### src/rtl/gate_input_debouncer_pkg.sv
// Shared defaults and types for the two-channel gate input debouncer.
// The testbench imports the same constants to derive expected latency.
package gate_input_debouncer_pkg;

    localparam int GATE_STABLE_CYCLES = 4;
    localparam int GATE_CNT_W         = 4;

    // Raw edge to debounced level: two synchroniser edges plus the stability window.
    localparam int GATE_LATENCY = 2 + GATE_STABLE_CYCLES;

    typedef struct packed {
        logic lvl;
        logic rise;
        logic fall;
    } ch_out_t;

endpackage

### src/rtl/gate_input_debouncer_debounce_ch.sv
// One debounce channel: 2-flop synchroniser, stability counter, clean
// level register and registered rise/fall pulses aligned with the level.
module debounce_ch
    import gate_input_debouncer_pkg::*;
#(
    parameter int STABLE_CYCLES = GATE_STABLE_CYCLES,
    parameter int CNT_W         = GATE_CNT_W
) (
    input  logic clk,
    input  logic rst_n,
    input  logic i_raw,
    output logic o_lvl,
    output logic o_rise,
    output logic o_fall
);

    localparam logic [CNT_W-1:0] CNT_LAST = CNT_W'(STABLE_CYCLES - 1);

    logic             r_q1;
    logic             r_q2;
    logic [CNT_W-1:0] r_cnt;
    logic             r_out;
    logic             r_rise;
    logic             r_fall;

    logic             w_out_next;
    logic [CNT_W-1:0] w_cnt_next;

    // Any return of q2 to the current level clears the count: no partial credit.
    always_comb begin
        w_out_next = r_out;
        w_cnt_next = '0;
        if (r_q2 != r_out) begin
            if (r_cnt == CNT_LAST) begin
                w_out_next = r_q2;
            end else begin
                w_cnt_next = r_cnt + 1'b1;
            end
        end
    end

    always_ff @(posedge clk or negedge rst_n) begin
        if (!rst_n) begin
            r_q1   <= 1'b0;
            r_q2   <= 1'b0;
            r_cnt  <= '0;
            r_out  <= 1'b0;
            r_rise <= 1'b0;
            r_fall <= 1'b0;
        end else begin
            r_q1   <= i_raw;
            r_q2   <= r_q1;
            r_cnt  <= w_cnt_next;
            r_out  <= w_out_next;
            r_rise <= w_out_next & ~r_out;
            r_fall <= ~w_out_next & r_out;
        end
    end

    assign o_lvl  = r_out;
    assign o_rise = r_rise;
    assign o_fall = r_fall;

endmodule

### src/rtl/gate_input_debouncer.sv
// Two independent debounce channels conditioning raw pins for the or_gate.
module gate_input_debouncer
    import gate_input_debouncer_pkg::*;
#(
    parameter int STABLE_CYCLES = GATE_STABLE_CYCLES,
    parameter int CNT_W         = GATE_CNT_W
) (
    input  logic clk,
    input  logic rst_n,
    input  logic a_raw,
    input  logic b_raw,
    output logic a,
    output logic b,
    output logic a_rise,
    output logic a_fall,
    output logic b_rise,
    output logic b_fall
);

    debounce_ch #(
        .STABLE_CYCLES (STABLE_CYCLES),
        .CNT_W         (CNT_W)
    ) u_ch_a (
        .clk    (clk),
        .rst_n  (rst_n),
        .i_raw  (a_raw),
        .o_lvl  (a),
        .o_rise (a_rise),
        .o_fall (a_fall)
    );

    debounce_ch #(
        .STABLE_CYCLES (STABLE_CYCLES),
        .CNT_W         (CNT_W)
    ) u_ch_b (
        .clk    (clk),
        .rst_n  (rst_n),
        .i_raw  (b_raw),
        .o_lvl  (b),
        .o_rise (b_rise),
        .o_fall (b_fall)
    );

endmodule
### config.mk
export PLATFORM = sky130hd
export DESIGN_NAME = gate_input_debouncer
export DESIGN_NICKNAME = d
export VERILOG_FILES = /design/src/rtl/gate_input_debouncer_pkg.sv /design/src/rtl/gate_input_debouncer_debounce_ch.sv /design/src/rtl/gate_input_debouncer.sv
export SDC_FILE = /design/constraint.sdc
export NUM_CORES = 1
export LEC_CHECK = 0
export BUFFER_PORTS_ARGS = -buffer_cell sky130_fd_sc_hd__buf_2
export CORE_UTILIZATION = 35
export DETAILED_ROUTE_END_ITERATION = 12
export HOLD_SLACK_MARGIN = 0.1
export PLACE_DENSITY_LB_ADDON = 0.05
export SLEW_MARGIN = 0
export SYNTH_ARGS = -nofsm -noshare
export SYNTH_HDL_FRONTEND = slang
export SYNTH_SLANG_ARGS = --single-unit
### constraint.sdc
create_clock -name clk -period 1.2 [get_ports clk]
set_input_delay 0.18 -clock clk [delete_from_list [all_inputs] [get_ports clk]]
set_output_delay 0.18 -clock clk [all_outputs]
set_load 0.1 [all_outputs]
# ---- Word-level counts from Yosys, hierarchy flattened
# Cells that the tools add are included.
dict set report totals {
  latch_bits 0
  ram_bits 0
  reg_bits 18
  mem_count 0
  word_cells 34
  romBits 0
  out_inout_bits 6
}
dict set report classes {
  bitwise 8
  reduce_logical 0
  eq_ne 4
  div_mod_pow 0
  add_sub_neg 2
  shifts 0
  order_cmp 0
  mul 0
  n_mux 8
}
# cell count
set op_table {}
lappend op_table {{4-bit two-way mux} 4}
lappend op_table {{4-bit by 1-bit adder with 4-bit output (second input constant)} 2}
lappend op_table {{4-bit by 2-bit equality test with 1-bit output (second input constant)} 2}
lappend op_table {{1-bit AND} 4}
lappend op_table {{1-bit two-way mux} 4}
lappend op_table {{1-bit NOT} 4}
lappend op_table {{1-bit != test} 2}

# ---- Depth between registers and ports, before layout
# Gate-level depths: netlist of the first run.
dict set report depth {
  ltp_word 5
  mapped_depth 3
  ltp_nobuf 3
}

# ---- Hierarchy
# Synthesis of the first run repeated with hierarchy kept, for this count alone.
dict set report unflattened {
  cells_unflattened 50
  area_unflattened_um2 726.9
}
# module cells_per_inst seq_area_each_um2 instances area_each_um2
set by_module_without_submodules {}
lappend by_module_without_submodules {{debounce_ch at u_ch_b} 25 225.2 1 364.1}
lappend by_module_without_submodules {{debounce_ch at u_ch_a} 25 225.2 1 362.8}

# ---- Worst setup path before layout of the first run
# Ideal clock, no wire load.
dict set report synth_path {
  kind {reg-to-reg}
  from {register u_ch_a.r_out (netlist: u_ch_a.o_lvl)}
  to {register u_ch_a.r_cnt[3]}
  arrival_ps 1486
  slack_ps -387
  path_buffers 0
  path_stages_with_launch 3
  required_ps 1099
  period_less_slack_ps 1587
  setup_ps 101
  path_cell_list {dfrtp_1 > xnor2_1 > nor4_1}
}
dict set report synth_between {
  elab_chain_len 2
}
# item line_no
set synth_rtl {}
lappend synth_rtl {{from (decl)} gate_input_debouncer_debounce_ch.sv:22} ;# logic r_out;
lappend synth_rtl {{from (signal assigned)} gate_input_debouncer_debounce_ch.sv:54} ;# r_out <= w_out_next;
lappend synth_rtl {{1-bit != test} gate_input_debouncer_debounce_ch.sv:33} ;# if (r_q2 != r_out) begin
lappend synth_rtl {{4-bit two-way mux} gate_input_debouncer_debounce_ch.sv:33}
lappend synth_rtl {{net u_ch_a.w_cnt_next[3]} gate_input_debouncer_debounce_ch.sv:27} ;# logic [CNT_W-1:0] w_cnt_next;
lappend synth_rtl {{to (signal assigned)} gate_input_debouncer_debounce_ch.sv:53} ;# r_cnt <= w_cnt_next;
lappend synth_rtl {{to (decl)} gate_input_debouncer_debounce_ch.sv:21} ;# logic [CNT_W-1:0] r_cnt;
# The timed path passes the listed nets, and every way through them passes these cells.

# ---- Final worst setup path of the first run
dict set report layout_path {
  from {register u_ch_b.r_cnt[1]}
  to {register u_ch_b.r_fall (netlist: u_ch_b.o_fall)}
}
dict set report layout_between {
  elab_chain_len 5
}
# item line_no
set layout_rtl {}
lappend layout_rtl {{from (decl)} gate_input_debouncer_debounce_ch.sv:21}
lappend layout_rtl {{from (signal assigned)} gate_input_debouncer_debounce_ch.sv:53}
lappend layout_rtl {{4-bit by 2-bit equality test with 1-bit output} gate_input_debouncer_debounce_ch.sv:34} ;# if (r_cnt == CNT_LAST) begin
lappend layout_rtl {{1-bit two-way mux} gate_input_debouncer_debounce_ch.sv:34}
lappend layout_rtl {{1-bit two-way mux} gate_input_debouncer_debounce_ch.sv:33}
lappend layout_rtl {{1-bit NOT} gate_input_debouncer_debounce_ch.sv:56} ;# r_fall <= ~w_out_next & r_out;
lappend layout_rtl {{1-bit AND} gate_input_debouncer_debounce_ch.sv:56}
lappend layout_rtl {{to (signal assigned)} gate_input_debouncer_debounce_ch.sv:56}
lappend layout_rtl {{to (decl)} gate_input_debouncer_debounce_ch.sv:24} ;# logic r_fall;
# No other way between the ends.

==> results of run 1 <==
## cell usage in the layout (no fill, tap or decap), drive strengths merged, types with 3 or more instances in the layout
cell type and instances:
dfrtp 18, buf 18, nor3b 6, a21oi 4
clkbuf 3, dlygate4sd3 3
## Yosys cell counts
master    count
a21oi_1       4
and4_1        1
and4_2        1
dfrtp_1      18
ha_1          2
mux2_2        2
nand2b_1      2
nand3b_1      2
nor2_1        2
nor2b_1       2
nor3_1        2
nor3b_1       2
nor3b_2       4
nor4_1        2
or3b_4        2
xnor2_1       2
## final timing paths
path                                  from            end  slack, ns  cells after the start
min in group clk               u_ch_b.r_q1    u_ch_b.r_q2       0.36                      0
max in group asynchronous            rst_n   u_ch_b.o_lvl       0.54                      2
max reg2reg                u_ch_b.r_cnt[1]  u_ch_b.o_fall      0.003                      3
min                                  rst_n    u_ch_a.r_q1       0.34                      2
max                        u_ch_b.r_cnt[1]  u_ch_b.o_fall      0.003                      3
min reg2reg                    u_ch_b.r_q1    u_ch_b.r_q2       0.36                      0
## repair_timing
action	in CTS	in global routing
hold buffers	3	0
gates cloned	0	0
endpoints found under the setup margin	6	10
pin swaps	4	0
buffers inserted	3	2
hold endpoints to repair	20	0
resized for setup	6	3
## per-stage QoR
step                setup slack, ns  power (mW)  setup TNS (ns)
floorplan                    0.0141        1.39               0
global placement            -0.0193        1.74         -0.0199
detailed placement          -0.0224        1.74         -0.0336
finish                      0.00294        2.18               0
global route                -0.0829        2.30          -0.278
CTS                         -0.0133        2.14         -0.0261
## cells by family (layout without fill, tap and decap cells)
group	count (synthesis)	in the layout
flops	18	18
mux	2	2
simple gates	22	22
fa+ha+maj	2	2
compound gates	4	4
xor+xnor	2	2
buf+inv	0	24
## final cells by class
type	instances	area share (%)
flip-flops and latches	18	43.1
repair buffers	21	21.9
multi-input cells	32	30.0
clock buffers	3	2.12
well taps	25	2.94
## layer usage
metal	vias to the layer above	wire (um)	share of wire (%)	GRT usage (%)
li1	229	-	-	-
met1	241	601	48	18.6
met2	5	624	50	20.8
met3	0	26	2.1	3.46
met4	0	0	0	6.86
met5	-	0	0	0
## report_power, final
group	internal [mW]	leakage, nW	total [mW]	switching, mW
sequential	0.734	0.231	0.860	0.126
clock	0.116	0.0138	0.281	0.165
combinational	0.505	0.204	1.04	0.533
==> out/metrics.yaml, run 1 <==
status: "finished, final reports clean"
fmaxAchievable_mhz: 835
synth_top_area_share_pct: 63.3
path_cells: "ha_4, or3b_4, nor3b_2"
synth_compound_area_share_pct: 2.81
synth.mux.area_fraction_pct: 3.16
hold_ws_ns: 0.344
diodes: 0
dpl_cell_area_um2: 926
grt_overflow_total: 0
cts_max_path_buffers: 2
grt_setup_unrepaired: "true"
synth_seq_cells: 18
rows: 15
cp-end-kind: "flip-flop"
period_needed_ns: 1.20
cp_slowest_cell: "dfrtp_1"
p_per_area_mw_per_mm2: 2050
cts_max_level: 1
synth_top_family_by_area: "simple AND/OR/NAND/NOR gates"
cp.required_ns: 1.41
syn_inst: 50
grt_pass1_wl_um: 2040
synth_xor_area_share_pct: 2.46
yosysSeqAreaShare_pct: 63.3
synth_area_um2: 712
vias_per_cell: 4.80
cp_top_family: "simple AND/OR/NAND/NOR gates"
grt_start_max_net_pins: 19
ir_drop_mv: 1.41
die_w_um: 47.1
p_leak_nw: 0.449
port_buffers: 9
largestRegisters: "u_ch_a.r_cnt: 4 flops, u_ch_b.r_cnt: 4 flops"
cap_violations: 0
final_core_util_pct: 58.4
final-hold-violation-count: 0
yosys.area_share.simple_pct: 24.8
synth.net_count: 56
fin_skew_ns: 0.00135
wirelength_um: 1250
drc: 0
io_pins: 10
antenna_found_initial: 0
drtIter0Drc: 8
syn2layout_area_growth_pct: 49.4
cts-buffers-inserted: 3
dieArea_mm2: 0.00222
clkLatencyLatePin_ns: 0.28
nets: 82
tightest_slew_ns: 0.409
vias: 475
cpPeakStageDelay_ns: 0.40
fin_cells: 99
synth.area.top_cells: "dfrtp_1 (63%), nor3b_2 (7.0%), ha_1 (3.5%)"
first_global_vias: 475
drt-pass1-iter-count: 4
cts.sinks: 18
hp-class: "primary input to asynchronous set/reset pin"
synth.distinct_cells: 16
fin_crit_sh_pct: 99.8
drt-wirelength-per-cell_um: 12.7
arrival_ns: 1.40
synth_top_area_cell: "dfrtp_1"
crit_fanout: 4
hpwlAfterDp_um: 810
cts_tree: "done"
core_area_mm2: 0.00182
start_util_pct: 39.1
ant_nets: 0
dp.cells: 88
crit_buf_inv: 0
die_y_um: 47.1
max_slew_margin_pct: 72.5
synth_fa_ha_area_share_pct: 3.51
critPathKind: "flip-flop to flip-flop"
finalSetupViolations: 0
fillers: 155
drive_gt1_share_pct: 51.4
root_buffer: "clkbuf_4"
yosysWarningCount: 0
path_clk_slew_ns: 0.09
multi_input_area_um2: 319
gp_congestion: 0.759
seqCellArea_um2: 458
fin_area_mm2: 0.00106
track_usage_pct: 13.8
slew_viol_final: 0
syn_area_per_cell_um2: 14.2
startpoint_type: "flip-flop"
(Power assumes the default switching activity.)
==> inputs of run 2 (changes only) <==
Settings changed: RECOVER_POWER set to 100, SLEW_MARGIN 0 to 20.
==> out/metrics.yaml, run 2 (synthesis gave the netlist of run 1 again) <==
port_buffers: 9
r2r_slack_ns: 0.003
hold_ws_ns: 0.356
antenna_found_initial: 0
cts-buffers-inserted: 3
first_global_vias: 475
drt-wirelength-per-cell_um: 12.7
cp_slowest_cell: "dfrtp_1"
grt_pass1_wl_um: 2040
die_w_um: 47.1
ir_drop_mv: 1.41
grt_setup_unrepaired: "true"
final_common_cell: "dfrtp_1"
cts_max_level: 1
seqCellArea_um2: 458
dpl_cell_area_um2: 926
arrival_ns: 1.40
drc: 0
path_clk_slew_ns: 0.09
vias: 476
slew_viol_final: 0
syn2layout_area_growth_pct: 42.4
gp_congestion: 0.759
startpoint_type: "flip-flop"
p_leak_nw: 0.438
dp.cells: 88
cp_top_family: "simple AND/OR/NAND/NOR gates"
start_util_pct: 39.1
fin_total_pwr_mw: 2.15
dieArea_mm2: 0.00222
setup_slack_ns: 0.00303
grt_overflow_total: 0
p_per_area_mw_per_mm2: 2120
final_cell_mix: "dfrtp_1 (16), buf_4 (13), a21oi_1 (4), nor3b_2 (4)"
track_usage_pct: 13.8
critPathKind: "flip-flop to flip-flop"
ant_nets: 0
cp.required_ns: 1.41
fin_area_mm2: 0.00101
fmaxAchievable_mhz: 835
post-place-ws_ns: -0.0224
grt_start_max_net_pins: 19
period_needed_ns: 1.20
hpwlAfterDp_um: 810
die_y_um: 47.1
path_cells: "ha_4, or3b_4, nor3b_2"
cp-end-kind: "flip-flop"
clkLatencyLatePin_ns: 0.28
tightest_slew_ns: 0.440
drt-pass1-iter-count: 4
cpPeakStageDelay_ns: 0.40
cts_tree: "done"
diodes: 0
final.setup.tns_ns: 0
nets: 82
rows: 15
status: "finished, final reports clean"
final_core_util_pct: 55.7
core_area_mm2: 0.00182
fillers: 162
root_buffer: "clkbuf_4"
crit_buf_inv: 0
fin_cells: 99
io_pins: 10
fin_skew_ns: 0.00132
finalSetupViolations: 0
hp-class: "primary input to asynchronous set/reset pin"
cts.sinks: 18
drtIter0Drc: 8
crit_fanout: 4
wirelength_um: 1260
largestRegisters: "u_ch_a.r_cnt: 4 flops, u_ch_b.r_cnt: 4 flops"
fin_crit_sh_pct: 99.7
drive_gt1_share_pct: 51.4
max_slew_margin_pct: 70.7
cts_max_path_buffers: 2
vias_per_cell: 4.81
final-hold-violation-count: 0
cap_violations: 0
multi_input_area_um2: 319
[run 2: worst paths after layout]
kind / from / end / depth (start not counted)
setup / recovery: u_ch_b.r_cnt[1] / u_ch_b.o_fall / 3
hold / removal: rst_n / u_ch_a.r_q1 / 2
setup reg to reg: u_ch_b.r_cnt[1] / u_ch_b.o_fall / 3
hold reg to reg: u_ch_b.r_q1 / u_ch_b.r_q2 / 0
max in group asynchronous: rst_n / u_ch_b.o_lvl / 2
min in group clk: u_ch_b.r_q1 / u_ch_b.r_q2 / 0
[run 2: report_power, final]
group	internal, mW	switching (mW)
Clock	0.116	0.165
Sequential	0.734	0.121
Combinational	0.483	0.533
[run 2: timing repair]
item	CTS	global route
hold endpoints to repair	20	0
resized for setup	6	3
endpoints found under the setup margin	6	10
setup buffers	3	2
pin swaps	4	0
hold buffers	3	0
[run 2: cell type report]
type	instances	share of cell area (%)
Sequential cell	18	45.2
Multi-Input combinational cell	32	31.5
Timing Repair Buffer	21	18.0
Tap cell	25	3.09
Clock buffer	3	2.22
[run 2: layer usage]
metal | vias up | share of wire (%) | global-route usage [%]
met5 | - | 0 | 0
met4 | 0 | 0 | 6.86
met3 | 0 | 2.1 | 3.46
met2 | 5 | 50 | 20.8
met1 | 242 | 48 | 18.6
li1 | 229 | - | -
==> inputs of run 3 (changes only) <==
==> constraint.sdc (replaced) <==
create_clock -name clk -period 1.2 [get_ports clk]
set_input_delay 0.12 -clock clk [delete_from_list [all_inputs] [get_ports clk]]
set_output_delay 0.12 -clock clk [all_outputs]
set_load 0.1 [all_outputs]
==> out/metrics.yaml, run 3 (synthesis gave the netlist of run 1 again) <==
fin_cells: 106
hpwlAfterDp_um: 798
r2r_cells: 3
period_needed_ns: 1.24
syn2layout_area_growth_pct: 52.5
setup_slack_ns: -0.0362
final_common_cell: "dfrtp_1"
final_cell_mix: "dfrtp_1 (16), buf_4 (13), clkbuf_4 (5), buf_2 (5), nor3b_2 (4)"
met3_length_um: 34
cp-end-kind: "flip-flop"
antenna_found_initial: 0
path_cells: "ha_4, nor3b_4, mux2_4"
p_per_area_mw_per_mm2: 2160
startpoint_type: "flip-flop"
dieArea_mm2: 0.00222
met1_length_um: 723
grt_overflow_total: 0
cpPeakStageDelay_ns: 0.43
finalSetupViolations: 4
r2r_slack_ns: -0.04
hp-class: "primary input to asynchronous set/reset pin"
seqCellArea_um2: 458
drt-pass1-iter-count: 1
final-hold-violation-count: 0
violations: "negative setup slack"
grt_setup_unrepaired: "true"
cts_max_level: 1
core_area_mm2: 0.00182
gp_congestion: 0.797
root_buffer: "clkbuf_4"
ir_drop_mv: 1.77
critPathKind: "flip-flop to flip-flop"
max_slew_margin_pct: 67.9
dp.cells: 92
wirelength_um: 1380
drt-wirelength-per-cell_um: 13.0
die_w_um: 47.1
rows: 15
tightest_slew_ns: 0.485
final_core_util_pct: 59.7
p_sw_mw: 0.886
internal-power_mw: 1.45
port_buffers: 9
grt_pass1_wl_um: 2240
fin_skew_ns: 0.0161
fin_total_pwr_mw: 2.34
cap_violations: 0
ant_nets: 0
start_util_pct: 39.1
cts_tree: "done"
crit_fanout: 3
swShare_pct: 37.8
p_leak_nw: 0.484
cts_max_path_buffers: 2
top_layer: "met3"
drc: 0
clkLatencyLatePin_ns: 0.30
cp_slowest_cell: "dfrtp_1"
timing.critical_path.to: "u_ch_a.o_lvl"
die_y_um: 47.1
track_usage_pct: 15.2
cts-buffers-inserted: 3
diodes: 0
worstReg2RegEnd: "u_ch_a.o_lvl"
io_pins: 10
cts.sinks: 18
status: "finished with violations"
nets: 88
met2_length_um: 618
multi_input_area_um2: 342
comb_power_share_pct: 48.1
drive_gt1_share_pct: 58.0
p_clk_share_pct: 16.1
vias: 491
cp.required_ns: 1.40
seqPwrFrac_pct: 35.8
drtIter0Drc: 0
startpoint: "u_ch_a.r_cnt[1]"
vias_per_cell: 4.63
arrival_ns: 1.43
fin_crit_sh_pct: 103
largestRegisters: "u_ch_a.r_cnt: 4 flops, u_ch_b.r_cnt: 4 flops"
grt_start_max_net_pins: 19
fillers: 161
slew_viol_final: 0
first_global_vias: 484
path_clk_slew_ns: 0.11
reg2reg_from: "u_ch_a.r_cnt[1]"
fmaxAchievable_mhz: 809
dpl_cell_area_um2: 896
fin_area_mm2: 0.00109
==> run 3: worst max-delay path, delay by kind of cell, from the launching register on <==
kind | cells | cell delay [ns]
adders and majority gates | 1 | 0.16
muxes | 1 | 0.32
DFF | 1 | 0.43
and+or+nand+nor | 1 | 0.22
==> run 3: through the flow <==
step                setup TNS, ns  worst slack [ns]  hold WS [ns]
floorplan                       0            0.0141        -0.176
global placement         -0.00885          -0.00885        0.0710
detailed placement        -0.0266           -0.0248        0.0712
CTS                       -0.0487           -0.0143         0.266
global route               -0.426           -0.0771         0.324
finish                    -0.0940           -0.0362         0.288
==> run 3: power by group through the flow <==
stage	registers [mW]	clock network, mW	logic, mW
after detailed placement	0.830	0	0.906
after floorplan	1.15	0	0.238
after global routing	0.850	0.410	1.20
after global placement	0.829	0	0.911
final	0.838	0.377	1.13
after CTS	0.817	0.396	1.06
==> run 3: cell type report <==
cell class | instances | share of cell area (%)
flip-flops and latches | 18 | 42.2
repair buffers | 27 | 20.2
multi-input cells | 32 | 31.5
well taps | 25 | 2.88
clock buffers | 4 | 3.34
==> run 3: worst min path at each step <==
stage	from	to	slack, ns	depth (start not counted)
2_1_floorplan	rst_n	u_ch_a.o_fall	-0.18	0
3_3_place_gp	rst_n	u_ch_a.r_q1	0.07	1
3_5_place_dp	rst_n	u_ch_a.r_q1	0.07	1
4_1_cts	rst_n	u_ch_a.o_lvl	0.27	2
5_1_grt	rst_n	u_ch_a.r_cnt[1]	0.32	2
6_report	rst_n	u_ch_a.r_cnt[1]	0.29	2
==> run 3: per-layer routing <==
metal	GRT usage, %	vias to the layer above
li1	-	243
met1	20.2	241
met2	23.9	7
met3	4.62	0
met4	5.14	0
met5	0	-
==> run 3: timing repair <==
action | in CTS | in global routing
endpoints found under the setup margin | 6 | 13
gates resized for setup | 8 | 7
endpoints found under the hold margin | 20 | 0
setup buffers | 5 | 2
hold buffers | 3 | 0
pin swaps | 3 | 6
